===== src/rtl/micro_tiles_pkg.sv =====
// micro_tiles_pkg: shared state enum, default sizes and one-hot helper for the tile switch controller
package micro_tiles_pkg;
  localparam int NUM_TILES_DEF = 4;
  localparam int SEL_W_DEF = 2;
  typedef enum logic [1:0] {RUN, DRAIN, RST_NEW} state_t;
  function automatic logic [31:0] onehot(input logic [31:0] i);
    return 32'd1 << i;
  endfunction
endpackage


===== src/rtl/micro_tile_switch_ctrl_if.sv =====
// micro_tile_switch_ctrl_if: pin bus (ui_in, tile_uo_in from pins/tiles; tile_ui_out, uo_out to tiles/pins); master drives pins, slave is the controller
interface micro_tile_switch_ctrl_if #(parameter int NUM_TILES = 4);
  logic [7:0] ui_in;
  logic [7:0] tile_ui_out;
  logic [7:0] uo_out;
  logic [8*NUM_TILES-1:0] tile_uo_in;
  modport master(output ui_in, tile_uo_in, input tile_ui_out, uo_out);
  modport slave(input ui_in, tile_uo_in, output tile_ui_out, uo_out);
endinterface


===== src/rtl/micro_sel_stabilizer.sv =====
// micro_sel_stabilizer: debounces sel_in (clk, rst, sel_in in; cand, cand_valid out once cand held STABLE_CYCLES samples)
module micro_sel_stabilizer #(
  parameter int SEL_W = 2,
  parameter int STABLE_CYCLES = 4,
  parameter int CNT_W = 4
) (
  input  logic             clk,
  input  logic             rst,
  input  logic [SEL_W-1:0] sel_in,
  output logic [SEL_W-1:0] cand,
  output logic             cand_valid
);
  logic [CNT_W-1:0] stab_cnt;
  assign cand_valid = stab_cnt == CNT_W'(STABLE_CYCLES - 1);
  always_ff @(posedge clk) begin
    if (rst) begin
      cand <= '0;
      stab_cnt <= '0;
    end else if (sel_in != cand) begin
      cand <= sel_in;
      stab_cnt <= '0;
    end else if (!cand_valid) begin
      stab_cnt <= stab_cnt + 1'b1;
    end
  end
endmodule


===== src/rtl/micro_tile_switch_ctrl.sv =====
// micro_tile_switch_ctrl: sequences tile hand-over (clk, rst, sel_in, tile_rst_req, bus in; tile_clk_en, tile_rst_n, active_sel, out_valid, busy out)
module micro_tile_switch_ctrl
  import micro_tiles_pkg::*;
#(
  parameter int NUM_TILES = NUM_TILES_DEF,
  parameter int SEL_W = SEL_W_DEF,
  parameter int STABLE_CYCLES = 4,
  parameter int DRAIN_CYCLES = 2,
  parameter int RST_CYCLES = 8,
  parameter int CNT_W = 4
) (
  input  logic                 clk,
  input  logic                 rst,
  input  logic [SEL_W-1:0]     sel_in,
  input  logic                 tile_rst_req,
  micro_tile_switch_ctrl_if.slave bus,
  output logic [NUM_TILES-1:0] tile_clk_en,
  output logic [NUM_TILES-1:0] tile_rst_n,
  output logic [SEL_W-1:0]     active_sel,
  output logic                 out_valid,
  output logic                 busy
);
  state_t state, state_d;
  logic [CNT_W-1:0] cnt, cnt_d;
  logic [SEL_W-1:0] target, target_d, sel_d, cand;
  logic [NUM_TILES-1:0] clk_en_d, rst_n_d;
  logic cand_valid, last, go;
  micro_sel_stabilizer #(.SEL_W(SEL_W), .STABLE_CYCLES(STABLE_CYCLES), .CNT_W(CNT_W)) u_stab (
    .clk(clk),
    .rst(rst),
    .sel_in(sel_in),
    .cand(cand),
    .cand_valid(cand_valid)
  );
  always_comb begin
    last = cnt == CNT_W'(state == DRAIN ? DRAIN_CYCLES - 1 : RST_CYCLES - 1);
    go = cand_valid && cand != active_sel;
    state_d = state == RUN ? (go ? DRAIN : RUN) : !last ? state : state == DRAIN ? RST_NEW : RUN;
    cnt_d = (state == RUN || last) ? '0 : cnt + 1'b1;
    target_d = (state == RUN && go) ? cand : target;
    sel_d = (state == DRAIN && last) ? target : active_sel;
    clk_en_d = state_d == DRAIN ? '0 : NUM_TILES'(onehot(32'(sel_d)));
    rst_n_d = (state_d == RUN && !tile_rst_req) ? NUM_TILES'(onehot(32'(sel_d))) : '0;
  end
  always_ff @(posedge clk) begin
    if (rst) begin
      state <= RST_NEW;
      cnt <= '0;
      active_sel <= '0;
      target <= '0;
      tile_clk_en <= NUM_TILES'(1);
      tile_rst_n <= '0;
      out_valid <= 1'b0;
      busy <= 1'b1;
    end else begin
      state <= state_d;
      cnt <= cnt_d;
      active_sel <= sel_d;
      target <= target_d;
      tile_clk_en <= clk_en_d;
      tile_rst_n <= rst_n_d;
      out_valid <= state_d == RUN;
      busy <= state_d != RUN;
    end
  end
  assign bus.uo_out = out_valid ? bus.tile_uo_in[8*active_sel +: 8] : '0;
  assign bus.tile_ui_out = out_valid ? bus.ui_in : '0;
endmodule

===== src/flat_wrapper.sv =====
// flat-port wrapper written by rule: the top's interface ports become plain ports
module micro_tile_switch_ctrl_flat import micro_tiles_pkg::*;
#(
  parameter int NUM_TILES = NUM_TILES_DEF,
  parameter int SEL_W = SEL_W_DEF,
  parameter int STABLE_CYCLES = 4,
  parameter int DRAIN_CYCLES = 2,
  parameter int RST_CYCLES = 8,
  parameter int CNT_W = 4
)
  (clk, rst, sel_in, tile_rst_req, tile_clk_en, tile_rst_n, active_sel, out_valid, busy, bus_ui_in, bus_tile_uo_in, bus_tile_ui_out, bus_uo_out);
  micro_tile_switch_ctrl_if #(.NUM_TILES(NUM_TILES)) bus_i ();
  input  logic clk;
  input  logic rst;
  input  logic [SEL_W-1:0] sel_in;
  input  logic tile_rst_req;
  output logic [NUM_TILES-1:0] tile_clk_en;
  output logic [NUM_TILES-1:0] tile_rst_n;
  output logic [SEL_W-1:0] active_sel;
  output logic out_valid;
  output logic busy;
  input wire logic [$bits(bus_i.ui_in)-1:0] bus_ui_in;
  input wire logic [$bits(bus_i.tile_uo_in)-1:0] bus_tile_uo_in;
  output wire logic [$bits(bus_i.tile_ui_out)-1:0] bus_tile_ui_out;
  output wire logic [$bits(bus_i.uo_out)-1:0] bus_uo_out;
  assign bus_i.ui_in = bus_ui_in;
  assign bus_i.tile_uo_in = bus_tile_uo_in;
  assign bus_tile_ui_out = bus_i.tile_ui_out;
  assign bus_uo_out = bus_i.uo_out;
  micro_tile_switch_ctrl #(.NUM_TILES(NUM_TILES), .SEL_W(SEL_W), .STABLE_CYCLES(STABLE_CYCLES), .DRAIN_CYCLES(DRAIN_CYCLES), .RST_CYCLES(RST_CYCLES), .CNT_W(CNT_W)) u_core (.clk(clk), .rst(rst), .sel_in(sel_in), .tile_rst_req(tile_rst_req), .bus(bus_i), .tile_clk_en(tile_clk_en), .tile_rst_n(tile_rst_n), .active_sel(active_sel), .out_valid(out_valid), .busy(busy));
endmodule

===== config.mk =====
export PLATFORM = sky130hd
export DESIGN_NAME = micro_tile_switch_ctrl_flat
export DESIGN_NICKNAME = d
export VERILOG_FILES = /design/src/rtl/micro_tiles_pkg.sv /design/src/rtl/micro_tile_switch_ctrl_if.sv /design/src/rtl/micro_sel_stabilizer.sv /design/src/rtl/micro_tile_switch_ctrl.sv /design/src/flat_wrapper.sv
export SDC_FILE = /design/constraint.sdc
export NUM_CORES = 1
export LEC_CHECK = 0
export CORE_ASPECT_RATIO = 1.25
export CORE_UTILIZATION = 42
export DETAILED_ROUTE_END_ITERATION = 16
export PLACE_DENSITY = 0.85
export SLEW_MARGIN = 10
export SYNTH_ARGS = -nofsm -noshare
export SYNTH_HDL_FRONTEND = slang
export SYNTH_HIERARCHICAL = 1
export SYNTH_SLANG_ARGS = --single-unit

===== constraint.sdc =====
create_clock -name clk -period 2.8 [get_ports clk]
set_input_delay 0.7 -clock clk [delete_from_list [all_inputs] [get_ports clk]]
set_output_delay 0.7 -clock clk [all_outputs]
set_load 0.02 [all_outputs]

==> results of run 1 <==
==> through the flow <==
step	utilization, %	hold WS (ns)
after floorplan	-	0.464
after global placement	69.6	0.483
after detailed placement	69.6	0.496
after CTS	70.5	0.527
after global routing	70.5	0.569
final	70.5	0.529
==> worst min-delay path: stages (launching register included) <==
cell and delay (ns):
dfxtp_1 0.36, mux2i_1 0.07, nor2_1 0.07
==> kinds of logic after synthesis <==
kind of cell	count (synthesis)	synth area share [%]
AO/OA/AOI/OAI	11	5.36
XOR/XNOR	8	5.18
adder cells (fa/ha/maj)	2	1.85
buffers and inverters	10	5.00
flip-flops	26	38.5
multiplexers	12	16.4
AND/OR/NAND/NOR	65	27.8
==> routing by layer <==
metal / GRT usage (%) / vias up / wire length (um)
met1: 17.8 / 563 / 1230
met5: 0 / - / 0
li1: - / 611 / -
met3: 5.56 / 6 / 396
met2: 42.4 / 59 / 1900
met4: 7.89 / 0 / 40
==> state kept, by name, summed over array words and instances (netlist names) <==
register                flops
u_core/active_sel           2
u_core/busy                 1
u_core/cnt                  4
u_core/out_valid            1
u_core/state                2
u_core/target               2
u_core/tile_clk_en          4
u_core/tile_rst_n           4
u_core/u_stab/cand          2
u_core/u_stab/stab_cnt      4
==> where the power goes <==
group	switching [uW]	internal (uW)
clock	109	79.8
sequential	10.9	377
combinational	26.3	75.7
total	146	532
==> final cells by class <==
class	count	area, um2
fill	248	885
multi-input combinational	98	764
timing repair buffer	74	738
sequential	26	520
tap	36	45.0
clock buffer	4	36.3
inverter	3	11.3
==> worst paths after layout <==
check | slack (ns) | start | cells past startpoint | to
max | 0.02 | bus_tile_uo_in[29] | 4 | bus_uo_out[5]
min | 0.53 | u_core/target[1] | 2 | u_core/target[1]
max reg2reg | 0.98 | u_core/active_sel[1] | 5 | u_core/tile_rst_n[3]
min reg2reg | 0.53 | u_core/target[1] | 2 | u_core/target[1]
==> timing repair <==
action / CTS / global route
gates resized for setup: 8 / 0
endpoints found under the setup margin: 8 / 0
hold endpoints to repair: 0 / 0
==> placed cells by master, fill, tap and decap left out, types with 2 or more instances in the layout <==
cell              n
nor3_1            4
nand2_1           4
o211ai_1          2
nor2b_1           4
a21oi_1           4
ha_1              2
dlygate4sd2_1     8
mux4_2            8
dfxtp_1          26
nand2b_1          2
nor2_1           14
clkdlybuf4s50_1  64
o21ai_2           2
and2_1           18
or3_1             2
xor2_1            7
clkbuf_4          3
nand3b_1          2
mux2i_1           3
nor4_1            4
inv_1             3
nand3_1           5
==> metrics.md, run 1 <==
| Metric | Value |
|---|---|
| Status | finished, final reports clean |
| Cell area after placement | approximately 0.0021 mm2 |
| ANT cells | 0 |
| Cell taking the most area after synthesis | dfxtp_1 |
| Root Buffer | clkbuf_4 |
| Layout cells sized above 1 | 9.76% |
| Initial Util | a little under half |
| Hold Crit Class | flip-flop to flip-flop |
| Final setup vio count | 0 |
| CP Max Fanout | 1 |
| CP delay by family, top | buffers and inverters |
| CTS clock-pin slew for the worst setup and hold paths | roughly 0.13 ns |
| H-tree level count | 1 |
| Non-Filler Instances | roughly 240 |
| Final Skew | 0.00599 ns |
| Sequential fraction of the synthesis area | 38.5% |
| Synth Flop Type | dfxtp_1 |
| Synth area leaders | dfxtp_1 38%, mux4_2 13%, and2_1 8.3% |
| GRT Total Usage | roughly 21% |
| IO Pins | 73 |
| Placed insts | 237 |
| Buf/Inv on CP | 2 |
| Normalized max-slew margin | about two thirds |
| Die Area | about 0.0035 mm2 |
| Final WS setup | between 0.015 and 0.02 ns |
| DRC Markers | 0 |
| Post-synth ARST share | 0% |
| Worst Setup Path Type | primary input to primary output |
| Die extent in y | approximately 65 um |
| Longest Clk Path Bufs | 2 |
| Vias per Instance | ~5 |
| Mean Syn Cell Area | ~10 um2 |
| First-pass GRT wire length | around 5.3 mm |
| ANT nets after route | 0 |
| Fin area | 0.00212 mm2 |
| Fin crit period | 2.78 ns |
| Grt ovf | 0 |
| Synth Register Bits | 26 |
| Type of origin of the critical path | primary input |
| Port bufs | 72 |
| Post-CTS Setup Inserts | 0 |
| Slew Limit Fails | 0 |
| CP max-delay cell | mux4_2 |
| Core area | 0.00300 mm2 |
| Pwr Density | 321 mW/mm2 |
| Max Cap Viol | 0 |
| Synth top cells by count | 26 x dfxtp_1, 18 x and2_1, 14 x nor2_1 |
| Nets@finish | ~250 |
| Largest net degree at the start of global routing | 18 |
| DR iter-0 viols | 16 |
| Maximum VDD drop | around 0.33 mV |
| Endpoint type of the worst setup path | primary output |
| Dpl hpwl | ~3.0 mm |
| Die width | 52.8 um |
| Vias in the first global route | approximately 1,200 |
| Worst Tran Pin Value | about 0.48 ns |
| Yosys top cell area share | 38.5% |
| Most frequent cell after synthesis | dfxtp_1 |
| Synth-to-layout area growth | 56.4% |
| CP arrival | around 2.1 ns |
| Initial antenna violation count | 0 |
| Period utilization | around 99% |
| EDFF count, synth | 0 |
| Required @ worst endpoint | around 2.1 ns |
| Static Leak | 0.000845 uW |
| RSZ-0062 raised after global routing | false |
| Endpoints failing hold | 0 |
| Final wirelength | 3.57 mm |
| Yosys cell types | 33 |
| Drt wl/cell | 14.8 um |
| Overall Power | just under 700 uW |
| TritonRoute pass-1 iters | 4 |
| CTS tree | built |
| Via Count | ~1,200 |
| CTS Buf Count | 3 |
| Total negative setup slack | 0 ns |
| FP Rows | 22 |
| Mapped Area | 0.00135 mm2 |
| Dpl ws | -0.212 ns |
| Routability cong. | 0.780 |
| Post-Syn Nets | 181 |
| Yosys Warn Count | 6 |
| Worst path max stage delay | about 0.47 ns |
| Worst skew pair latency | around 0.33 ns |
| Clk sinks | 26 |
| Max Fclk | between 300 and 400 MHz |
| CP cell instances | clkdlybuf4s50_1, mux4_2, and2_1, dlygate4sd2_1 |
| Post-Syn Instances | approximately 130 |
| Post-CTS Hold Buffers | 0 |
Power figures use the tool's default switching activity.
==> run 2: changes to the inputs <==
Settings changed: TNS_END_PERCENT from default to 5.
==> results of run 2 <==
Same layout as run 1: the final DEF is identical, and so are final timing and power.
